`src/rtl/cache_nway_control.sv`:
```
// ---------------------------------------------------------------------------
// cache_nway_control
//
// Control unit for a WAYS-way set-associative cache. Runs the request FSM
// (IDLE -> CHECK -> [WRITEBACK ->] FILL -> CHECK -> IDLE), chooses the
// victim on a miss, keeps one tree-PLRU entry per set, and drives every
// datapath mux select and array write enable.
//
// Ports
//   clk, rst      clock, asynchronous active-high reset
//   mem_read      CPU read request, held until mem_resp
//   mem_write     CPU write request, held until mem_resp (wins over read)
//   set_idx       set index of the current request
//   hit           per-way tag match, already qualified by valid
//   valid, dirty  valid / dirty bits of the indexed set
//   pmem_resp     physical memory transfer complete
//   mem_resp      CPU request complete (one cycle)
//   pmem_read     line fill request
//   pmem_write    line writeback request
//   data_in_sel   data array write source: 0 = CPU, 1 = physical memory
//   data_out_way  way whose data is returned to the CPU
//   mem_addr_sel  MSB=1: CPU address; MSB=0: victim tag address, low bits = way
//   data_we       data array write enable, one-hot
//   load_tag      tag/valid load, one-hot
//   set_dirty     dirty := 1, one-hot
//   clr_dirty     dirty := 0, one-hot
//
// Handshakes
//   CPU side: a request (mem_read/mem_write) is held by the CPU until the
//   cycle in which mem_resp is high; mem_resp is high for exactly one cycle
//   and the request is considered consumed on the clock edge ending it.
//   Memory side: pmem_read/pmem_write stay high until the cycle in which
//   pmem_resp is high; the transfer completes on the edge ending that cycle.
//   pmem_resp seen in any other state is ignored.
//
// Tree PLRU
//   WAYS-1 bits per set in heap order (node i has children 2i+1, 2i+2,
//   leaves are ways 0..WAYS-1 left to right). A 0 bit means the victim
//   lies in the left subtree. An access to way w makes every node on w's
//   path point away from w.
// ---------------------------------------------------------------------------
module cache_nway_control #(
  parameter int WAYS    = 4,
  parameter int S_INDEX = 3,
  localparam int WAY_W  = $clog2(WAYS)
) (
  input  logic               clk,
  input  logic               rst,
  input  logic               mem_read,
  input  logic               mem_write,
  input  logic [S_INDEX-1:0] set_idx,
  input  logic [WAYS-1:0]    hit,
  input  logic [WAYS-1:0]    valid,
  input  logic [WAYS-1:0]    dirty,
  input  logic               pmem_resp,
  output logic               mem_resp,
  output logic               pmem_read,
  output logic               pmem_write,
  output logic               data_in_sel,
  output logic [WAY_W-1:0]   data_out_way,
  output logic [WAY_W:0]     mem_addr_sel,
  output logic [WAYS-1:0]    data_we,
  output logic [WAYS-1:0]    load_tag,
  output logic [WAYS-1:0]    set_dirty,
  output logic [WAYS-1:0]    clr_dirty
);

  localparam int SETS = 2 ** S_INDEX;

  typedef enum logic [1:0] {
    IDLE      = 2'd0,
    CHECK     = 2'd1,
    WRITEBACK = 2'd2,
    FILL      = 2'd3
  } state_t;

  // state is the FSM observation point for checkers bound to this block.
  state_t state;
  state_t state_nxt;

  logic [WAYS-2:0]  plru_q [SETS];
  logic [WAY_W-1:0] victim_q;
  logic [WAY_W-1:0] victim_nxt;

  logic [WAYS-2:0]  plru_cur;
  logic [WAYS-2:0]  plru_upd;
  logic             plru_we;

  logic             hit_any;
  logic [WAY_W-1:0] hit_way;
  logic             inv_any;
  logic [WAY_W-1:0] inv_way;
  logic [WAY_W-1:0] plru_way;
  logic [WAY_W-1:0] victim_sel;
  logic             victim_wb;
  logic [WAYS-1:0]  hit_oh;
  logic [WAYS-1:0]  victim_oh;

  assign plru_cur = plru_q[set_idx];
  assign hit_any  = |hit;
  assign inv_any  = ~&valid;

  // Lowest-index hit wins; more than one hit bit is illegal anyway.
  always_comb begin
    hit_way = '0;
    for (int w = WAYS - 1; w >= 0; w--) begin
      if (hit[w]) hit_way = WAY_W'(w);
    end
  end

  // Lowest-index invalid way is always preferred over the PLRU choice.
  always_comb begin
    inv_way = '0;
    for (int w = WAYS - 1; w >= 0; w--) begin
      if (!valid[w]) inv_way = WAY_W'(w);
    end
  end

  // Walk the tree from the root following the stored bits; each level
  // contributes one bit of the victim way index, MSB first.
  always_comb begin
    int  node;
    logic b;
    node     = 0;
    b        = 1'b0;
    plru_way = '0;
    for (int l = 0; l < WAY_W; l++) begin
      b = 1'b0;
      for (int n = 0; n < WAYS - 1; n++) begin
        if (n == node) b = plru_cur[n];
      end
      plru_way[WAY_W-1-l] = b;
      node = 2 * node + (b ? 2 : 1);
    end
  end

  // Walk the path of the hit way and point every node on it away from it.
  always_comb begin
    int  node;
    logic dir;
    node     = 0;
    dir      = 1'b0;
    plru_upd = plru_cur;
    for (int l = 0; l < WAY_W; l++) begin
      dir = hit_way[WAY_W-1-l];
      for (int n = 0; n < WAYS - 1; n++) begin
        if (n == node) plru_upd[n] = ~dir;
      end
      node = 2 * node + (dir ? 2 : 1);
    end
  end

  assign victim_sel = inv_any ? inv_way : plru_way;
  // An invalid victim never needs a writeback, even if its dirty bit is stale.
  assign victim_wb  = valid[victim_sel] & dirty[victim_sel];

  assign hit_oh    = {{(WAYS-1){1'b0}}, 1'b1} << hit_way;
  assign victim_oh = {{(WAYS-1){1'b0}}, 1'b1} << victim_q;

  always_ff @(posedge clk or posedge rst) begin
    if (rst) begin
      state    <= IDLE;
      victim_q <= '0;
      for (int s = 0; s < SETS; s++) begin
        plru_q[s] <= '0;
      end
    end else begin
      state    <= state_nxt;
      victim_q <= victim_nxt;
      if (plru_we) plru_q[set_idx] <= plru_upd;
    end
  end

  always_comb begin
    state_nxt    = state;
    victim_nxt   = victim_q;
    plru_we      = 1'b0;
    mem_resp     = 1'b0;
    pmem_read    = 1'b0;
    pmem_write   = 1'b0;
    data_in_sel  = 1'b0;
    data_out_way = '0;
    mem_addr_sel = {1'b1, {WAY_W{1'b0}}};
    data_we      = '0;
    load_tag     = '0;
    set_dirty    = '0;
    clr_dirty    = '0;

    case (state)
      IDLE: begin
        if (mem_read || mem_write) state_nxt = CHECK;
      end

      CHECK: begin
        if (hit_any) begin
          mem_resp     = 1'b1;
          data_out_way = hit_way;
          plru_we      = 1'b1;
          // Read+write together is treated as a write.
          if (mem_write) begin
            data_we   = hit_oh;
            set_dirty = hit_oh;
          end
          state_nxt = IDLE;
        end else begin
          victim_nxt = victim_sel;
          state_nxt  = victim_wb ? WRITEBACK : FILL;
        end
      end

      WRITEBACK: begin
        pmem_write   = 1'b1;
        mem_addr_sel = {1'b0, victim_q};
        if (pmem_resp) state_nxt = FILL;
      end

      FILL: begin
        pmem_read = 1'b1;
        if (pmem_resp) begin
          data_in_sel = 1'b1;
          data_we     = victim_oh;
          load_tag    = victim_oh;
          clr_dirty   = victim_oh;
          state_nxt   = CHECK;
        end
      end

      default: state_nxt = IDLE;
    endcase
  end

endmodule
```
`config.mk`:
```
export PLATFORM = sky130hd
export DESIGN_NAME = cache_nway_control
export DESIGN_NICKNAME = d
export VERILOG_FILES = /design/src/rtl/cache_nway_control.sv
export SDC_FILE = /design/constraint.sdc
export NUM_CORES = 1
export LEC_CHECK = 0
export CAP_MARGIN = 25
export CELL_PAD_IN_SITES_DETAIL_PLACEMENT = 1
export CELL_PAD_IN_SITES_GLOBAL_PLACEMENT = 1
export CORE_MARGIN = 2
export CORE_UTILIZATION = 48
export DETAILED_ROUTE_END_ITERATION = 12
export DONT_BUFFER_PORTS = 1
export PLACE_DENSITY = 0.84
export SLEW_MARGIN = 15
export SYNTH_ARGS = -nofsm -noshare
export SYNTH_HDL_FRONTEND = slang
export SYNTH_SLANG_ARGS = --single-unit
```
`constraint.sdc`:
```
create_clock -name clk -period 2.25 [get_ports clk]
set_input_delay 0.1125 -clock clk [delete_from_list [all_inputs] [get_ports clk]]
set_output_delay 0.1125 -clock clk [all_outputs]
set_load 0.02 [all_outputs]
```
# [After elaboration in Yosys (flattened, before gate mapping)]
# Cells that the tools add are included.
[classes] addsub=0 n_mul=0 n_div=0 magnitude_cmp=3 n_eq_ne=10 shifts=2 n_mux=48 bitwise_logic=5 n_reduce_logical=9
[ops] operator="$logic_not 32->1" n=2
[ops] operator="$mux 2" n=17
[ops] operator="$bwmux 24" n=1
[ops] operator="$mux 4" n=5
[ops] operator="$mux 1" n=15
[ops] operator="$mux 3" n=4
[ops] operator="$bmux 3 s3" n=1
[ops] operator="$demux 3 s3" n=1
[ops] operator="$pmux 2 s4" n=1
[ops] operator="$pmux 4 s2" n=1
[ops] operator="$shl 1x2->4 const A" n=2
[ops] operator="$ne 2x2->1 const B" n=3
[ops] operator="$bmux 1 s2" n=2
[ops] operator="$eq 1x2->1 const A" n=2
[ops] operator="$eq 2x2->1 const A" n=2
[ops] operator="$eq 2x2->1 const B" n=2
[ops] operator="$ge 4x4->1 const B" n=1
[ops] operator="$lt 4x1->1 const B" n=1
[ops] operator="$not 3->4" n=1
[ops] operator="$reduce_and 4->1" n=1
[ops] operator="$reduce_or 4->1" n=1
[ops] operator="$lt 2x3->1 const B" n=1
[ops] operator="$not 1->1" n=3
[ops] operator="$reduce_and 3->1" n=1
[ops] operator="6 further kinds" n=6
[totals] ff_bits=28 latchBits=0 ramBits=0 rom_bits=0 memories=0

# [Longest topological paths before layout]
[depth] ltp_word=16 mapped_depth=8 mapped_depth_nobuf=8

# [Worst setup path after synthesis]
# Ideal clock, no wire load.
[synth_timing] path_type="reg2reg" from="register state[1]" to="register plru_q[21] in the netlist's numbering" t_arrival_ps=1985 t_required_ps=2125 path_slack_ps=141 path_stages_with_launch=8 path_buffers=0 synth_period_minus_slack_ps=2109 path_cell_list="dfrtp_1 -> inv_1 -> ha_1 -> inv_1 -> a21oi_1 -> nand2b_1 -> nor3_1 -> mux2_2"
[synth_via] elab_chain_cells=2
[synth_rtl] item="start: declaration" line="78" rtl="state_t state;"
[synth_rtl] item="start signal: assignment" line="168" rtl="state <= state_nxt;"
[synth_rtl] item="$eq 2x1->1"
[synth_rtl] item="$mux 1"
[synth_rtl] item="via mem_resp" line="56" rtl="output logic mem_resp,"
[synth_rtl] item="end signal: indexed assignment" line="170" rtl="if (plru_we) plru_q[set_idx] <= plru_upd;"
[synth_rtl] item="end: declaration" line="81" rtl="logic [WAYS-2:0] plru_q [SETS];"
# The timed path passes the listed nets, and every way through them passes these cells.
# A chain may end at the register's enable or synchronous reset.

# [Final worst setup path]
[layout_timing] from="register plru_q[16] in the netlist's numbering" to="register state[0]"
[layout_via] elab_chain_cells=12 elab_cells_between_ends=14 classes_between="13 x mux; 1 x bitwise"
[layout_rtl] item="$bmux 3 s3 *" line="99" rtl="assign plru_cur = plru_q[set_idx];"
[layout_rtl] item="$mux 3 (implied by the code) * (2 in series)" line="99"
[layout_rtl] item="$mux 1 * (2 in series)" line="130" rtl="if (n == node) b = plru_cur[n];"
[layout_rtl] item="$mux 2 *" line="153" rtl="assign victim_sel = inv_any ? inv_way : plru_way;"
[layout_rtl] item="$bmux 1 s2" line="155" rtl="assign victim_wb = valid[victim_sel] & dirty[victim_sel];"
[layout_rtl] item="$mux 1 (implied by the code)" line="155"
[layout_rtl] item="$and 1x1->1 *" line="155"
[layout_rtl] item="$mux 1 *" line="207" rtl="state_nxt = victim_wb ? WRITEBACK : FILL;"
[layout_rtl] item="$mux 2 *" line="195" rtl="if (hit_any) begin"
[layout_rtl] item="$pmux 2 s4 *" line="189" rtl="case (state)"
# Every way passes the cells marked *; elsewhere a longest branch is shown, timed or not. The select of a mux whose other input is x is not followed.

==> results.sh <==
export IMPL_grt_max_degree=29
export IMPL_rows=21
export IMPL_grt_busiest_layer="met2"
export IMPL_synth_area_sq_um=1710
export IMPL_routed_via_density=6.02
export IMPL_nets=186
export IMPL_reg2reg_from="plru_q[16]$_DFFE_PP0P_"
export IMPL_combPwrFrac_pct=36.8
export IMPL_criticalPathCategory="reg -> reg"
export IMPL_synth_warning_count=0
export IMPL_antenna_found_initial=0
export IMPL_fin_crit_ns=2.14
export IMPL_grt_pass1_vias=1379
export IMPL_drive_above_1_share_pct=27.3
export IMPL_synth_area_leaders="dfrtp_1 (41%), mux2_2 (19%), mux4_1 (6.2%)"
export IMPL_pwr_share_clk_pct=18.0
export IMPL_grtUsageMet3_pct=5.00
export IMPL_r2r_slack_ns=0.11
export IMPL_grt_overflow=0
export IMPL_synth_seq_cells=28
export IMPL_first_pass_iters=5
export IMPL_synth_nets=179
export IMPL_wl_um=3980
export IMPL_min_to="victim_q[1]$_DFFE_PP0P_"
export IMPL_min_from="valid[1]"
export IMPL_insertion_delay_ns=0.35
export IMPL_multiInputGateArea_sq_um=923
export IMPL_synth_seq_area_share_pct=41.1
export IMPL_max_cap_violations=0
export IMPL_hold_class="in -> reg"
export IMPL_hold_ws_ns=0.0258
export IMPL_clk_pin_slew_worst_paths_ns=0.16
export IMPL_rsz0062_at_grt="false"
export IMPL_design_core_area_sq_um=3360
export IMPL_skew_ns=0.00504
export IMPL_whs_path_depth=2
export IMPL_final_cell_count_no_fill=207
export IMPL_swShare_pct=33.0
export IMPL_drc=0
export IMPL_io_buffers=0
export IMPL_clk_path_buf_depth=2
export IMPL_fmax_mhz=467
export IMPL_powerDensity_nw_per_um2=1040
export IMPL_slew_viol_final=0
export IMPL_syn_instance_count=155
export IMPL_setup_viol=0
export IMPL_yosysTopAreaCell="dfrtp_1"
export IMPL_yosysTopAreaCellShare_pct=41.1
export IMPL_internal_power_w=0.00128
export IMPL_status="complete, no violations"
export IMPL_cp_end_kind="register"
export IMPL_vias=1246
export IMPL_fin_tns_setup_ns=0
export IMPL_gp_congestion=0.802
export IMPL_ys_types=34
export IMPL_timing_rr_end="state[0]$_DFFE_PP0P_"
export IMPL_dp_cells=201
export IMPL_grt_use_met1_pct=24.7
export IMPL_worstPathMaxFanout=2
export IMPL_cts_tree="yes"
export IMPL_grtUsageMet2_pct=37.1
export IMPL_crit_required_ns=2.51
export IMPL_finalCritPeriodShare_pct=95.1
export IMPL_fp_dieH_um=63.6
export IMPL_antenna_cells=0
export IMPL_slew_headroom_pct=50.8
export IMPL_hold_viol_final=0
export IMPL_numCtsBuffers=3
export IMPL_seq_power_share_pct=45.2
export IMPL_dp_hpwl_um=2980
export IMPL_area_delta_synth_final_pct=7.84
export IMPL_root_buffer="clkbuf_4"
export IMPL_htreeDepth=1
export IMPL_reg2regPathDepth=5
export IMPL_wire_per_inst_um=19.2
export IMPL_start_util_pct=50.7
export IMPL_ant_nets=0
export IMPL_syn_avg_cell_area_sq_um=11.0
export IMPL_ctsResizeCount=0
export IMPL_cp_start_kind="register"
export IMPL_dieArea_sq_um=4050
export IMPL_dr_first_iter_drc_count=38
export IMPL_cp_arrival_ns=2.40
export IMPL_regArea_sq_um=701
export IMPL_clock_sinks=28
export IMPL_io_pins=45
export IMPL_peakVddDrop_uv=438
export IMPL_fillers=375
export IMPL_max_slew_worst_pin_slew_ns=0.733
export IMPL_p_sw_w=0.000630
export IMPL_grt_pass1_wl_um=6680
export IMPL_grt_usage_pct=21.8
export IMPL_die_w_um=63.6
export IMPL_leakagePower_nw=0.830
## power groups by stage
| stage | Sequential [W] | Combinational (W) | Clock, W |
|---|---|---|---|
| finish | 0.000863 | 0.000703 | 0.000344 |
| global route | 0.000900 | 0.000769 | 0.000370 |
| CTS | 0.000864 | 0.000709 | 0.000350 |
| detailed placement | 0.000875 | 0.000703 | 0 |
| global placement | 0.000860 | 0.000662 | 0 |
| floorplan | 0.000817 | 0.000571 | 0 |
## area by class of cell
type / count / area share [%]
clock buffers: 3 / 1.22
clock inverters: 1 / 1.63
inverters: 9 / 1.84
multi-input cells: 111 / 50.2
flip-flops and latches: 28 / 38.1
well taps: 46 / 3.13
repair buffers: 9 / 3.94
## cell families (layout without fill, tap and decap cells)
| group | count (synthesis) | in the layout | synth area share (%) |
|---|---|---|---|
| buf+inv | 16 | 22 | 4.84 |
| compound gates | 16 | 16 | 6.67 |
| flops | 28 | 28 | 41.1 |
| mux | 38 | 38 | 28.2 |
| simple gates | 53 | 53 | 16.3 |
| fa+ha+maj | 4 | 4 | 2.93 |
## cell usage in the layout, fill, tap and decap left out, types with 4 or more instances in the layout
cell and count:
buf_4 7, dfrtp_1 28, ha_1 4, inv_1 9, mux2_2 29, mux2i_1 5, mux4_1 4, nand2_1 11
nor2_1 13, nor2b_1 5, nor3b_1 4, or2_2 4
## synthesized netlist by cell type
library cell,instances
a21oi_1,3
buf_4,4
and4_1,2
and4b_1,1
o21ai_1,1
o211ai_1,1
o21bai_1,1
nor3b_1,4
a22o_1,1
a22oi_1,1
dfrtp_1,28
inv_1,9
o21ba_1,1
a41oi_1,1
clkbuf_1,2
o21ai_0,2
or2_2,4
nor3_1,3
buf_6,1
and2_1,3
a2bb2oi_1,1
mux2i_1,5
nor2b_1,5
nand3_1,3
o311a_1,1
o21a_1,1
mux4_1,4
nor2_1,13
nand2b_1,1
ha_1,4
and3_1,3
nand2_1,11
mux2_2,29
o31ai_1,1
## worst max path at each step
stage | from | endpoint | slack, ns | cells after the start
global route | state[0]$_DFFE_PP0P_ | data_we[3] | 0.009 | 5
CTS | state[0]$_DFFE_PP0P_ | data_we[3] | 0.11 | 5
detailed placement | plru_q[16]$_DFFE_PP0P_ | state[0]$_DFFE_PP0P_ | 0.13 | 5
floorplan | state[1]$_DFFE_PP0P_ | plru_q[21]$_DFFE_PP0P_ | 0.14 | 7
finish | plru_q[16]$_DFFE_PP0P_ | state[0]$_DFFE_PP0P_ | 0.11 | 5
global placement | plru_q[13]$_DFFE_PP0P_ | state[0]$_DFFE_PP0P_ | 0.16 | 5
## metrics by stage
stage | power (W) | worst slack [ns] | area [sq um] | util [%]
after floorplan | 0.00139 | 0.141 | 1710 | -
after global placement | 0.00152 | 0.163 | 1770 | 52.6
after detailed placement | 0.00158 | 0.127 | 1770 | 52.6
after CTS | 0.00192 | 0.107 | 1840 | 54.7
after global routing | 0.00204 | 0.00914 | 1840 | 54.7
final | 0.00191 | 0.110 | 1840 | 54.7
## timing repair
item	in CTS	in global routing
hold buffers	2	0
endpoints found under the hold margin	29	0
setup buffers	0	0
## layer usage
| metal | wire (um) | part of all wire, % |
|---|---|---|
| met2 | 2020 | 51 |
| met5 | 0 | 0 |
| met1 | 1590 | 40 |
| met4 | 121 | 3.0 |
| met3 | 251 | 6.3 |
## worst max-delay path, cell delays in order, from the launching register on
cell and delay, ns:
dfrtp_1 0.42, mux4_1 0.51, mux2_2 0.30, mux2_2 0.29, o21ba_1 0.21, o311a_1 0.32
## sequential cells by signal (all words and copies together), names as in the netlist
| register | flops |
|---|---|
| plru_q | 24 |
| victim_q | 2 |
| state | 2 |
Power figures use the tool's default switching activity.
